--- src/rtl/spi_handler.sv ---
// spi_handler: command-bus to SPI master bridge; MISO bytes are buffered in a FWFT FIFO and returned on the upload port.
// Optional feature macro SPI_CFG_EN adds the CPOL/CPHA mode-config command; without it SPI mode 0 is fixed.
module spi_handler #(
    parameter int         CLK_DIV       = 8,
    parameter logic [7:0] CMD_SPI_XFER  = 8'h11,
    parameter logic [7:0] CMD_SPI_CFG   = 8'h12,
    parameter logic [7:0] UPLOAD_SOURCE = 8'h11,
    parameter int         FIFO_DEPTH    = 16
) (
    input  logic        clk,
    input  logic        rst_n,
    input  logic [7:0]  cmd_type,
    input  logic [15:0] cmd_length,
    input  logic [7:0]  cmd_data,
    input  logic [15:0] cmd_data_index,
    input  logic        cmd_start,
    input  logic        cmd_data_valid,
    input  logic        cmd_done,
    output logic        cmd_ready,
    output logic        spi_sclk,
    output logic        spi_cs_n,
    output logic        spi_mosi,
    input  logic        spi_miso,
    output logic        upload_req,
    output logic [7:0]  upload_data,
    output logic [7:0]  upload_source,
    output logic        upload_valid,
    input  logic        upload_ready
);

    localparam int DIV_W = (CLK_DIV > 1) ? $clog2(CLK_DIV) : 1;
    localparam int AW    = $clog2(FIFO_DEPTH);
    localparam logic [DIV_W-1:0] DIV_LAST  = DIV_W'(CLK_DIV - 1);
    localparam logic [AW:0]      FULL_CNT  = (AW + 1)'(FIFO_DEPTH);

    typedef enum logic [2:0] {IDLE, WAIT_BYTE, SHIFT, PUSH, CS_HOLD, CFG} state_t;

    state_t           state, next_state;
    logic [DIV_W-1:0] div;
    logic             phase;
    logic [2:0]       bit_cnt;
    logic [15:0]      remaining;
    logic [7:0]       tx_sr, rx_sr;
    logic             miso_p0, miso_p1;
    logic             cpol, cpha;
    logic             start_xfer, start_cfg, accept;
    logic             edge_tick, lead_edge, trail_edge, byte_done, sample_edge, update_edge;
    logic [7:0]       mem [FIFO_DEPTH];
    logic [AW-1:0]    wr_ptr, rd_ptr;
    logic [AW:0]      count;
    logic             fifo_full, fifo_empty, push, pop;
    logic             unused_inputs;

    assign unused_inputs = ^{cmd_data_index, cmd_done, CMD_SPI_CFG};

    assign start_xfer  = cmd_start && (cmd_type == CMD_SPI_XFER) && (cmd_length != 16'd0);
    assign accept      = cmd_data_valid && cmd_ready;
    assign edge_tick   = (state == SHIFT) && (div == DIV_LAST);
    assign lead_edge   = edge_tick && !phase;
    assign trail_edge  = edge_tick && phase;
    assign byte_done   = trail_edge && (bit_cnt == 3'd7);
    // CPHA=1 swaps which clock edge samples MISO and which updates MOSI
    assign sample_edge = cpha ? trail_edge : lead_edge;
    assign update_edge = cpha ? lead_edge : trail_edge;

`ifdef SPI_CFG_EN
    logic cfg_first;
    assign start_cfg = cmd_start && (cmd_type == CMD_SPI_CFG) && (cmd_length != 16'd0);

    always_ff @(posedge clk or negedge rst_n) begin
        if (!rst_n) begin
            cpol      <= 1'b0;
            cpha      <= 1'b0;
            cfg_first <= 1'b0;
        end else if (state == IDLE && start_cfg) begin
            cfg_first <= 1'b1;
        end else if (state == CFG && accept) begin
            if (cfg_first) {cpol, cpha} <= cmd_data[1:0];
            cfg_first <= 1'b0;
        end
    end
`else
    assign start_cfg = 1'b0;
    assign cpol      = 1'b0;
    assign cpha      = 1'b0;
`endif

    always_ff @(posedge clk or negedge rst_n) begin
        if (!rst_n) state <= IDLE;
        else        state <= next_state;
    end

    always_comb begin
        next_state = state;
        case (state)
            IDLE:      if (start_xfer) next_state = WAIT_BYTE;
                       else if (start_cfg) next_state = CFG;
            WAIT_BYTE: if (accept) next_state = SHIFT;
            SHIFT:     if (byte_done) next_state = PUSH;
            PUSH:      next_state = (remaining <= 16'd1) ? CS_HOLD : WAIT_BYTE;
            CS_HOLD:   if (div == DIV_LAST) next_state = IDLE;
            CFG:       if (accept && remaining <= 16'd1) next_state = IDLE;
            default:   next_state = IDLE;
        endcase
    end

    always_comb begin
        cmd_ready = 1'b0;
        case (state)
            IDLE, CFG: cmd_ready = 1'b1;
            WAIT_BYTE: cmd_ready = !fifo_full;
            default:   cmd_ready = 1'b0;
        endcase
    end

    // MISO two-flop synchroniser
    always_ff @(posedge clk or negedge rst_n) begin
        if (!rst_n) begin
            miso_p0 <= 1'b0;
            miso_p1 <= 1'b0;
        end else begin
            miso_p0 <= spi_miso;
            miso_p1 <= miso_p0;
        end
    end

    always_ff @(posedge clk or negedge rst_n) begin
        if (!rst_n) begin
            div       <= '0;
            phase     <= 1'b0;
            bit_cnt   <= 3'd0;
            remaining <= 16'd0;
            spi_sclk  <= 1'b0;
            spi_cs_n  <= 1'b1;
            spi_mosi  <= 1'b0;
        end else begin
            spi_cs_n <= (next_state == IDLE) || (next_state == CFG);
            if (state == SHIFT || state == CS_HOLD)
                div <= (div == DIV_LAST) ? '0 : div + 1'b1;
            else
                div <= '0;
            if (state == SHIFT) begin
                if (edge_tick) begin
                    phase    <= !phase;
                    spi_sclk <= !spi_sclk;
                end
                if (trail_edge) bit_cnt <= bit_cnt + 3'd1;
            end else begin
                phase    <= 1'b0;
                bit_cnt  <= 3'd0;
                spi_sclk <= cpol;
            end
            if (state == IDLE && (start_xfer || start_cfg))
                remaining <= cmd_length;
            else if ((state == PUSH || (state == CFG && accept)) && remaining != 16'd0)
                remaining <= remaining - 16'd1;
            if (state == WAIT_BYTE && accept)
                spi_mosi <= cmd_data[7];
            else if (update_edge)
                spi_mosi <= tx_sr[7];
        end
    end

    // In CPHA=0 the MSB is already on MOSI at load, so the shifter starts one bit ahead
    always_ff @(posedge clk) begin
        if (state == WAIT_BYTE && accept)
            tx_sr <= cpha ? cmd_data : {cmd_data[6:0], 1'b0};
        else if (update_edge)
            tx_sr <= {tx_sr[6:0], 1'b0};
        if (sample_edge)
            rx_sr <= {rx_sr[6:0], miso_p1};
        if (push)
            mem[wr_ptr] <= rx_sr;
    end

    assign fifo_empty = (count == '0);
    assign fifo_full  = (count == FULL_CNT);
    assign push       = (state == PUSH) && (!fifo_full || pop);
    assign pop        = upload_valid && upload_ready;

    always_ff @(posedge clk or negedge rst_n) begin
        if (!rst_n) begin
            wr_ptr <= '0;
            rd_ptr <= '0;
            count  <= '0;
        end else begin
            if (push) wr_ptr <= wr_ptr + 1'b1;
            if (pop)  rd_ptr <= rd_ptr + 1'b1;
            case ({push, pop})
                2'b10:   count <= count + 1'b1;
                2'b01:   count <= count - 1'b1;
                default: count <= count;
            endcase
        end
    end

    assign upload_valid  = !fifo_empty;
    assign upload_req    = !fifo_empty;
    assign upload_data   = fifo_empty ? 8'h00 : mem[rd_ptr];
    assign upload_source = UPLOAD_SOURCE;

endmodule

--- config.mk ---
export PLATFORM = sky130hd
export DESIGN_NAME = spi_handler
export DESIGN_NICKNAME = d
export VERILOG_FILES = /design/src/rtl/spi_handler.sv
export SDC_FILE = /design/constraint.sdc
export NUM_CORES = 1
export LEC_CHECK = 0
export ABC_AREA = 1
export BUFFER_PORTS_ARGS = -buffer_cell sky130_fd_sc_hd__buf_2
export CAP_MARGIN = 25
export CORE_AREA = 2 2 150 123
export CTS_CLUSTER_DIAMETER = 100
export DETAILED_ROUTE_END_ITERATION = 7
export DIE_AREA = 0 0 152 125
export GPL_TIMING_DRIVEN = 0
export PLACE_DENSITY = 0.72
export SLEW_MARGIN = 10
export SYNTH_ARGS = -nofsm -noshare
export SYNTH_HDL_FRONTEND = slang
export SYNTH_SLANG_ARGS = --single-unit
--- constraint.sdc ---
create_clock -name clk -period 2.1 [get_ports clk]
set_input_delay 0.21 -clock clk [delete_from_list [all_inputs] [get_ports clk]]
set_output_delay 0.21 -clock clk [all_outputs]
set_load 0.02 [all_outputs]
==> impl_metrics.py <==
metrics = {
    "run_status": {
        "status": "finished, violations left",
        "violations": "negative setup slack",
    },
    "die": {
        "die-area_mm2": 0.0190,
        "core_mm2": 0.0177,
        "die_h_um": 125,
        "rows": 44,
        "initial_core_util_pct": 48.7,
        "die-width_um": 152,
        "io_pins": 77,
    },
    "yosys": {
        "synthArstFlopShare_pct": 23.5,
        "synth.area.top_cells": "edfxtp_1 50%, nand2_1 13%, dfrtp_1 12%",
        "synth_commonest_cells": "292 x nand2_1, 143 x edfxtp_1, 143 x nand3_1",
        "ys_types": 36,
        "synth-edff-count": 143,
        "synth_top_area_share_pct": 49.9,
        "yosys_warnings": 0,
        "synthesis.area_mm2": 0.00861,
        "synth.most_common_cell": "nand2_1",
        "yosysSeqAreaShare_pct": 62.7,
        "syn_avg_cell_area_um2": 9.79,
        "ys_ff_latch": 187,
        "synth_ff_type": "edfxtp_1",
        "synth_area_leader_cell": "edfxtp_1",
        "synth_cells": 879,
    },
    "layout": {
        "drive_gt1_share_pct": 31.6,
        "fin_nets": 1070,
        "diodes": 0,
        "fillCellCount": 1310,
        "final_cells": 1242,
        "area_delta_synth_final_pct": 30.2,
        "design_area_mm2": 0.0112,
    },
    "hold_path": {
        "min_path_cells": 3,
        "hp-start": "cmd_length[4]",
        "hold_end": "remaining[4]",
        "hold_class": "input pin to register",
    },
    "clocking": {
        "root_buffer": "clkbuf_16",
        "clock_path_buffers": 2,
        "clkSlewWorstSetupHoldPaths_ns": 0.07,
        "h-tree-depth": 4,
        "numCtsBuffers": 17,
        "numClockSinks": 187,
        "clk_latency_ns": 0.44,
        "tritoncts": "done",
    },
    "global_routing": {
        "antenna_found_initial": 0,
        "grt_pass1_vias": 6351,
        "grt_pass1_wl_um": 33800,
        "grt.overflow.total": 0,
        "grt_max_degree": 24,
        "grt.total_usage_pct": 23.0,
    },
    "critical_path": {
        "end_kind": "output port",
        "required_ns": 1.89,
        "timing.rr.end": "mem[8][5]",
        "worstSetupPathType": "register to output port",
        "rrSetupSlack_ns": -0.02,
        "arrival_ns": 2.11,
        "rr_startpoint": "state[2]",
        "r2r_cells": 7,
        "start_kind": "register",
        "critPathMaxFanout": 5,
    },
    "timing": {
        "hold_viol": 0,
        "max_slew_margin_pct": 49.8,
        "skew_ns": 0.0158,
        "fin_crit_ns": 2.32,
        "clock.fmax_mhz": 432,
        "min_period_over_period_pct": 110,
        "rsz0062_at_grt": "true",
        "final_max_slew_viol_count": 0,
        "tightestPinTransition_ns": 0.753,
        "fin_ws_ns": -0.217,
        "setup_viol": 25,
    },
    "detailed_routing": {
        "antenna_left": 0,
        "drt_drc_violations_left": 0,
        "drt_iter0_markers": 739,
        "vias_per_cell": 5.41,
        "num_vias": 6714,
        "drt-pass1-iter-count": 5,
        "wl_per_cell_um": 18.6,
        "postRouteWirelength_um": 23100,
    },
    "placed_design": {
        "place_inst": 1167,
        "gp_congestion": 0.908,
        "placedInstanceArea_mm2": 0.00921,
        "dp_hpwl_um": 13600,
        "port_buffers": 51,
    },
    "power": {
        "vdd_drop_max_mv": 0.736,
        "power.leakage_uw": 0.00475,
        "power_density_mw_per_mm2": 1180,
    },
    "flow_run": {
        "cap_violations": 0,
    },
}
## registers in the layout, indices dropped and copies added, names as in the netlist, 4 cells and up
signal and flops:
count 5, tx_sr 7, rx_sr 8, rd_ptr 4
mem 128, wr_ptr 4, remaining 16
## layer usage
metal  global-route usage, %  share of wire, %
met3                    4.99               8.1
met5                       0                 0
met2                    36.3                47
met4                    7.37               2.8
met1                    32.3                42
## worst max-delay path, stage by stage (launching register included)
cell and delay, ns:
dfrtp_1 0.43, inv_2 0.09, buf_6 0.14, buf_12 0.14, buf_8 0.13, nand2_2 0.06
nand3_2 0.07, nand3_2 0.08, nand2_2 0.10, nand2_1 0.08, a21oi_2 0.19, buf_4 0.17
## placed cells by master (no fill, tap or decap), types with 5 or more instances in the layout
cell type / count
conb_1: 8
buf_8: 7
xor2_1: 12
nor2_4: 13
buf_6: 11
edfxtp_1: 143
ha_1: 13
nor2_1: 58
o21ai_0: 9
dlygate4sd3_1: 8
nor2_2: 8
a21oi_2: 8
nand3_1: 77
buf_4: 34
buf_2: 47
dfrtp_1: 41
clkbuf_16: 23
inv_2: 9
nand2_1: 252
a21oi_1: 5
nand2_2: 46
inv_1: 42
nand3_2: 64
buf_12: 13
## metrics by stage
step	util (%)	hold slack (ns)	worst slack [ns]	setup TNS (ns)	power [uW]
4_1_cts	58.9	0.000571	-0.154	-3.90	11900
5_1_grt	63.4	0.0179	-0.306	-9.48	13800
3_3_place_gp	51.9	0.324	-0.275	-11.87	7680
2_1_floorplan	-	-0.0856	0.00799	0	6660
3_5_place_dp	52.1	0.261	-0.298	-15.44	7770
6_report	63.4	0.00636	-0.217	-1.60	13200
## logic make-up after synthesis
kind of cell	synth area share [%]
AOI/OAI and AO/OA	1.87
xor gates and xnor gates	1.42
adders and majority gates	2.41
buffers and inverters	4.81
DFF	62.7
other	0.0872
and+or+nand+nor	26.7
## layout make-up
class | count | area, um^2 | area share, %
buffer | 36 | 353 | 3.15
timing repair buffer | 96 | 958 | 8.55
multi-input combinational | 606 | 3460 | 30.8
inverter | 55 | 211 | 1.89
tap | 230 | 288 | 2.57
clock inverter | 14 | 113 | 1.00
sequential | 187 | 5400 | 48.2
clock buffer | 18 | 429 | 3.83
## what timing repair did
| item | in CTS | in global routing |
|---|---|---|
| buffers inserted | 14 | 13 |
| pin swaps | 10 | 49 |
| hold buffers | 8 | 0 |
| gates resized for setup | 112 | 118 |
| setup endpoints to repair | 139 | 138 |
| cloned | 3 | 6 |
| hold endpoints to repair | 28 | 0 |
## where the power goes
part	total [uW]	internal (uW)	switching [uW]
Clock	3020	1540	1480
Sequential	4180	4060	123
Combinational	6010	2580	3430
Total	13200	8180	5040
## worst max-delay path by stage
stage / slack [ns] / start / to / depth (start not counted)
final: -0.22 / rd_ptr[0] / upload_data[3] / 11
after global routing: -0.31 / rd_ptr[3] / upload_data[6] / 5
after CTS: -0.15 / state[2] / mem[10][2] / 7
after detailed placement: -0.30 / count[1] / count[4] / 14
after global placement: -0.27 / count[1] / count[4] / 14
after floorplan: 0.008 / count[1] / count[4] / 14
No activity file was read; power rests on OpenSTA's default activity.
